**config.mk**
```make
export PLATFORM = sky130hd
export DESIGN_NAME = sbox_word_sequencer
export DESIGN_NICKNAME = d
export VERILOG_FILES = /design/src/rtl/sbox_word_sequencer_pkg.sv /design/src/rtl/sbox_word_sequencer_tag_delay.sv /design/src/rtl/sbox_word_sequencer.sv
export SDC_FILE = /design/constraint.sdc
export NUM_CORES = 1
export LEC_CHECK = 0
export BUFFER_PORTS_ARGS = -buffer_cell sky130_fd_sc_hd__buf_2
export CAP_MARGIN = 20
export CORE_MARGIN = 2
export CORE_UTILIZATION = 40
export DETAILED_ROUTE_END_ITERATION = 8
export GPL_TIMING_DRIVEN = 0
export MAX_ROUTING_LAYER = met4
export PLACE_DENSITY = 0.66
export SYNTH_ARGS = -nofsm -noshare
export SYNTH_HDL_FRONTEND = slang
export SYNTH_SLANG_ARGS = --single-unit
```
**constraint.sdc**
```tcl
create_clock -name clk -period 1.83 [get_ports clk]
set_input_delay 0.183 -clock clk [delete_from_list [all_inputs] [get_ports clk]]
set_output_delay 0.183 -clock clk [all_outputs]
set_load 0.01 [all_outputs]
```
**src/rtl/sbox_word_sequencer_pkg.sv**
```systemverilog
// Shared types for the byte-serial masked S-box word sequencer.
// The tag travels alongside each byte through the external S-box pipeline.
package sbox_word_sequencer_pkg;

  localparam int NUM_BYTES = 4;
  localparam logic [1:0] LAST_IDX = 2'(NUM_BYTES - 1);

  typedef enum logic [1:0] {
    S_IDLE = 2'd0,
    S_FEED = 2'd1,
    S_WAIT = 2'd2,
    S_DONE = 2'd3
  } state_t;

  typedef struct packed {
    logic       valid;
    logic [1:0] idx;
  } tag_t;

  // Byte lane i of a 32-bit word, lane 0 = bits 7:0.
  function automatic logic [7:0] get_byte(input logic [31:0] w, input logic [1:0] i);
    return w[{i, 3'b000} +: 8];
  endfunction

endpackage

```
**src/rtl/sbox_word_sequencer_tag_delay.sv**
```systemverilog
// LATENCY-deep shift register of lane tags mirroring the external S-box pipeline.
// A synchronous clear drops every in-flight tag so stale results are never written.
module sbox_tag_delay
  import sbox_word_sequencer_pkg::*;
#(
  parameter int LATENCY = 2
) (
  input  logic clk,
  input  logic rst_n,
  input  tag_t tag_i,
  output tag_t tag_o
);

  tag_t stage_q [LATENCY];

  always_ff @(posedge clk) begin
    if (!rst_n) begin
      for (int i = 0; i < LATENCY; i++) stage_q[i] <= '0;
    end else begin
      stage_q[0] <= tag_i;
      for (int i = 1; i < LATENCY; i++) stage_q[i] <= stage_q[i-1];
    end
  end

  assign tag_o = stage_q[LATENCY-1];

endmodule

```
**src/rtl/sbox_word_sequencer.sv**
```systemverilog
// Feeds a two-share 32-bit word byte-serially into a masked S-box pipeline and
// reassembles the four masked results into a two-share word (masked SubWord).
//
// Handshakes: a transfer happens on a rising edge where valid and ready are both
// high; valid never depends on ready, and the payload is stable while valid is high.
module sbox_word_sequencer
  import sbox_word_sequencer_pkg::*;
#(
  parameter int LATENCY = 2
) (
  input  logic        clk,
  input  logic        rst_n,
  input  logic        in_valid,
  output logic        in_ready,
  input  logic [31:0] in0,
  input  logic [31:0] in1,
  output logic [7:0]  sbox_in0,
  output logic [7:0]  sbox_in1,
  input  logic [7:0]  sbox_out0,
  input  logic [7:0]  sbox_out1,
  output logic        out_valid,
  input  logic        out_ready,
  output logic [31:0] out0,
  output logic [31:0] out1,
  output logic        busy,
  output state_t      dbg_state
);

  state_t      state_q;
  logic [1:0]  idx_q;
  logic [1:0]  idx_d;
  logic        in_ready_q;
  logic        out_valid_q;
  logic        busy_q;

  logic        accept;
  logic        feed_next;
  tag_t        tag_push;
  tag_t        tag_pop;
  logic        lane3_done;

  logic [31:0] share0_q;
  logic [31:0] share1_q;
  logic [7:0]  sbox_in0_q;
  logic [7:0]  sbox_in1_q;
  logic [31:0] out0_q;
  logic [31:0] out1_q;

  assign accept     = (state_q == S_IDLE) && in_valid;
  assign idx_d      = idx_q + 2'd1;
  // Byte 0 is loaded on the accept edge; later bytes on each FEED edge but the last.
  assign feed_next  = (state_q == S_FEED) && (idx_q != LAST_IDX);
  assign tag_push   = '{valid: (state_q == S_FEED), idx: idx_q};
  assign lane3_done = tag_pop.valid && (tag_pop.idx == LAST_IDX);

  always_ff @(posedge clk) begin
    if (!rst_n) begin
      state_q     <= S_IDLE;
      idx_q       <= 2'd0;
      in_ready_q  <= 1'b1;
      out_valid_q <= 1'b0;
      busy_q      <= 1'b0;
    end else begin
      case (state_q)
        S_IDLE: begin
          if (in_valid) begin
            state_q    <= S_FEED;
            idx_q      <= 2'd0;
            in_ready_q <= 1'b0;
            busy_q     <= 1'b1;
          end
        end
        S_FEED: begin
          if (idx_q == LAST_IDX) state_q <= S_WAIT;
          else                   idx_q   <= idx_d;
        end
        S_WAIT: begin
          if (lane3_done) begin
            state_q     <= S_DONE;
            out_valid_q <= 1'b1;
          end
        end
        S_DONE: begin
          if (out_ready) begin
            state_q     <= S_IDLE;
            out_valid_q <= 1'b0;
            in_ready_q  <= 1'b1;
            busy_q      <= 1'b0;
          end
        end
        default: state_q <= S_IDLE;
      endcase
    end
  end

  sbox_tag_delay #(
    .LATENCY (LATENCY)
  ) u_tag_delay (
    .clk   (clk),
    .rst_n (rst_n),
    .tag_i (tag_push),
    .tag_o (tag_pop)
  );

  // Share 0 datapath; kept in its own block so no share-1 bit ever reaches it.
  always_ff @(posedge clk) begin
    if (!rst_n) begin
      share0_q   <= '0;
      sbox_in0_q <= '0;
      out0_q     <= '0;
    end else begin
      if (accept) begin
        share0_q   <= in0;
        sbox_in0_q <= get_byte(in0, 2'd0);
      end else if (feed_next) begin
        sbox_in0_q <= get_byte(share0_q, idx_d);
      end
      if (tag_pop.valid) out0_q[{tag_pop.idx, 3'b000} +: 8] <= sbox_out0;
    end
  end

  // Share 1 datapath, structurally identical to share 0.
  always_ff @(posedge clk) begin
    if (!rst_n) begin
      share1_q   <= '0;
      sbox_in1_q <= '0;
      out1_q     <= '0;
    end else begin
      if (accept) begin
        share1_q   <= in1;
        sbox_in1_q <= get_byte(in1, 2'd0);
      end else if (feed_next) begin
        sbox_in1_q <= get_byte(share1_q, idx_d);
      end
      if (tag_pop.valid) out1_q[{tag_pop.idx, 3'b000} +: 8] <= sbox_out1;
    end
  end

  assign in_ready  = in_ready_q;
  assign out_valid = out_valid_q;
  assign busy      = busy_q;
  assign sbox_in0  = sbox_in0_q;
  assign sbox_in1  = sbox_in1_q;
  assign out0      = out0_q;
  assign out1      = out1_q;
  assign dbg_state = state_q;

endmodule
```
==> out/results.tsv <==
metric	value	unit
Slew Limit Headroom	0.605	
YS warnings	0	
drt drc	0	
nets@finish	1035	
async set-reset flop share out of synthesis	0	
PD cells	1270	nW/um^2
XOR/XNOR share of the synthesized area	0	
Peak VDD IR	0.000967	V
Final Cycle Share	0.980	
largest net degree at the start of global routing	17	
sequential area share after synthesis	0.514	
simple-gate share of the synthesized area	0.164	
die area	16300	um^2
via count	5957	
most frequent cells in the layout	176 x buf_2, 155 x dfxtp_1, 135 x nand2_1	
crit path kind	flop to flop	
CP Cell Sequence	clkinvlp_4 -> ha_4 -> nand2b_1 -> nor4_4 -> buf_4 -> buf_6 -> a22oi_1 -> nor2_1	
clock-pin slew on the worst setup and hold paths	0.06	ns
Worst-Skew Late Latency	0.43	ns
Slowest-stage cell, CP	dfxtp_4	
Core Footprint	15100	um^2
Die H	128	um
mux share of post-synthesis cell area	0.0524	
cell area after synthesis	6110	um^2
Ports	169	
Final Util	0.560	
share of cells above drive strength 1	0.275	
DP Cell Count	1056	
Post-Syn Nets	795	
Rows	45	
Sink Count	157	
area leader, netlist	dfxtp_1	
First-pass DRT Iterations	6	
GRT Residual Overflow	0	
WP data required	2.19	ns
adder-cell share of the synthesized area	0.0225	
Power, Total	10.7	mW
Pins Over Slew Limit	0	
root buf cell	clkbuf_16	
final setup violation count	0	
Worst EP arrival	2.16	ns
FMAX	557	MHz
initial drt markers	323	
Vias/cell	5.22	
RSZ-0062 raised after global routing	true	
RD Place Congestion	0.836	
vias in the first global route	5505	
status	complete, no violations	
post-synthesis compound-gate area fraction	0.210	
most common cell after layout, fill and taps aside	buf_2	
first-pass GRT wire length	28700	um
Worst Tran Pin Value	0.592	ns
Synth Instances	700	
n_diodes	0	
min Tclk post-route	1.79	ns
H-Tree Level Count	4	
Die W	128	um
Max-Cap Viols	0	
Hold Path Class	input port to flop	
DPL Wire Length	12700	um
final setup skew	0.00789	ns
CTS tree	built	
Global Route Usage Sum	0.233	
Most used DFF post-synth	dfxtp_1	
Post-synth EDFFs	0	
Routed Antenna Nets	0	
count of different cell masters after synthesis	36	
top post-synthesis cells by area	dfxtp_1 51%, nand2_1 8.5%, a22oi_1 7.7%	
Setup crit end kind	flop	
port bufs	168	
TritonCTS Buffers	17	
launching element type of the critical path	flop	
Crit Path Max Fanout	6	
Static Leakage	3.54	nW
initial antenna violation count	0	
Post-Syn Area per Cell	8.73	um^2
area grow syn2layout	38.3	%
final WL	18500	um
Non-Filler Instances	1141	
CTS max path bufs	2	
Initial Util	0.405	
flops & latches, synth	157	
Worst path max stage delay	0.38	ns
WL per Instance	16.2	um
largest family of logic cells by synthesized area	compound AO/OA/AOI/OAI gates	
post-synth top area share	0.514	
Hold Vio Cnt, Final	0	
[cell usage after synthesis, drive strengths merged (4+ instances only)]
| library cell | count |
|---|---|
| a21oi | 85 |
| and2 | 8 |
| nand2 | 140 |
| clkbuf | 36 |
| nor2 | 67 |
| nand2b | 5 |
| o21ai | 35 |
| inv | 4 |
| buf | 16 |
| dfxtp | 157 |
| mux2i | 32 |
| a22oi | 63 |
| nor2b | 4 |
| o22a | 16 |
| nor3 | 4 |
| ha | 11 |
[worst paths after layout]
path                             start                        end  slack [ns]  cells past startpoint
max          u_tag_delay.stage_q[0][3]                   out0[31]        0.04                      8
min                            in1[28]               share1_q[28]       0.008                      3
max reg2reg  u_tag_delay.stage_q[0][3]                   out0[31]        0.04                      8
min reg2reg  u_tag_delay.stage_q[0][0]  u_tag_delay.stage_q[0][3]        0.43                      1
[critical path: cells and delay by family, from the launching register on]
family | cells | cell delay (ns)
DFF | 1 | 0.38
and+or+nand+nor | 3 | 0.61
AOI/OAI and AO/OA | 1 | 0.06
buffers and inverters | 3 | 0.46
adders and majority gates | 1 | 0.21
[registers in the layout, summed over array words and instances (netlist names)]
| signal | count |
|---|---|
| out0 | 32 |
| out1 | 32 |
| share0_q | 32 |
| share1_q | 32 |
| sbox_in0 | 8 |
| sbox_in1 | 8 |
| u_tag_delay.stage_q | 6 |
| dbg_state | 2 |
| idx_q | 2 |
| busy | 1 |
| in_ready | 1 |
| out_valid | 1 |
[repair_timing]
item,in CTS,in global routing
endpoints found under the setup margin,132,142
gates cloned,0,1
hold endpoints to repair,45,0
setup buffers,2,7
pin swaps,2,2
hold buffers,45,0
gates resized for setup,33,43
[final cells by class]
cell class	count	area (um^2)
clock inverter	11	109
buffer	50	287
tap	188	235
sequential	157	3150
multi-input combinational	486	2830
timing repair buffer	223	1360
fill	1406	6630
clock buffer	21	460
inverter	5	22.5
[report_power, final]
group | switching, mW | internal [mW]
Combinational | 1.84 | 1.25
Sequential | 0.303 | 3.92
Clock | 1.46 | 1.96
Total | 3.61 | 7.14
[routing by layer]
metal  routed length [um]  track usage  up-vias  share of wire
met2                 8700        0.371      231           0.47
met1                 8120        0.293     2796           0.44
li1                     -            -     2903              -
met3                 1320       0.0482       27          0.071
met5                    0            -        -              0
met4                  358       0.0899        0          0.019
[logic make-up after synthesis]
group	Yosys count
and+or+nand+nor	236
buffers and inverters	57
AOI/OAI and AO/OA	207
adders and majority gates	11
muxes	32
DFF	157
[metrics by stage]
stage	hold WS [ns]	setup TNS, ns	cell area (um^2)	worst slack [ns]
2_1_floorplan	0.319	0	6110	0.0456
3_3_place_gp	0.416	-26.88	7190	-0.271
3_5_place_dp	0.417	-31.07	7190	-0.316
4_1_cts	0.000176	0	8290	0.00559
5_1_grt	0.000510	-0.798	8460	-0.0599
6_report	0.00808	0	8460	0.0360
No activity file was read; power rests on OpenSTA's default activity.
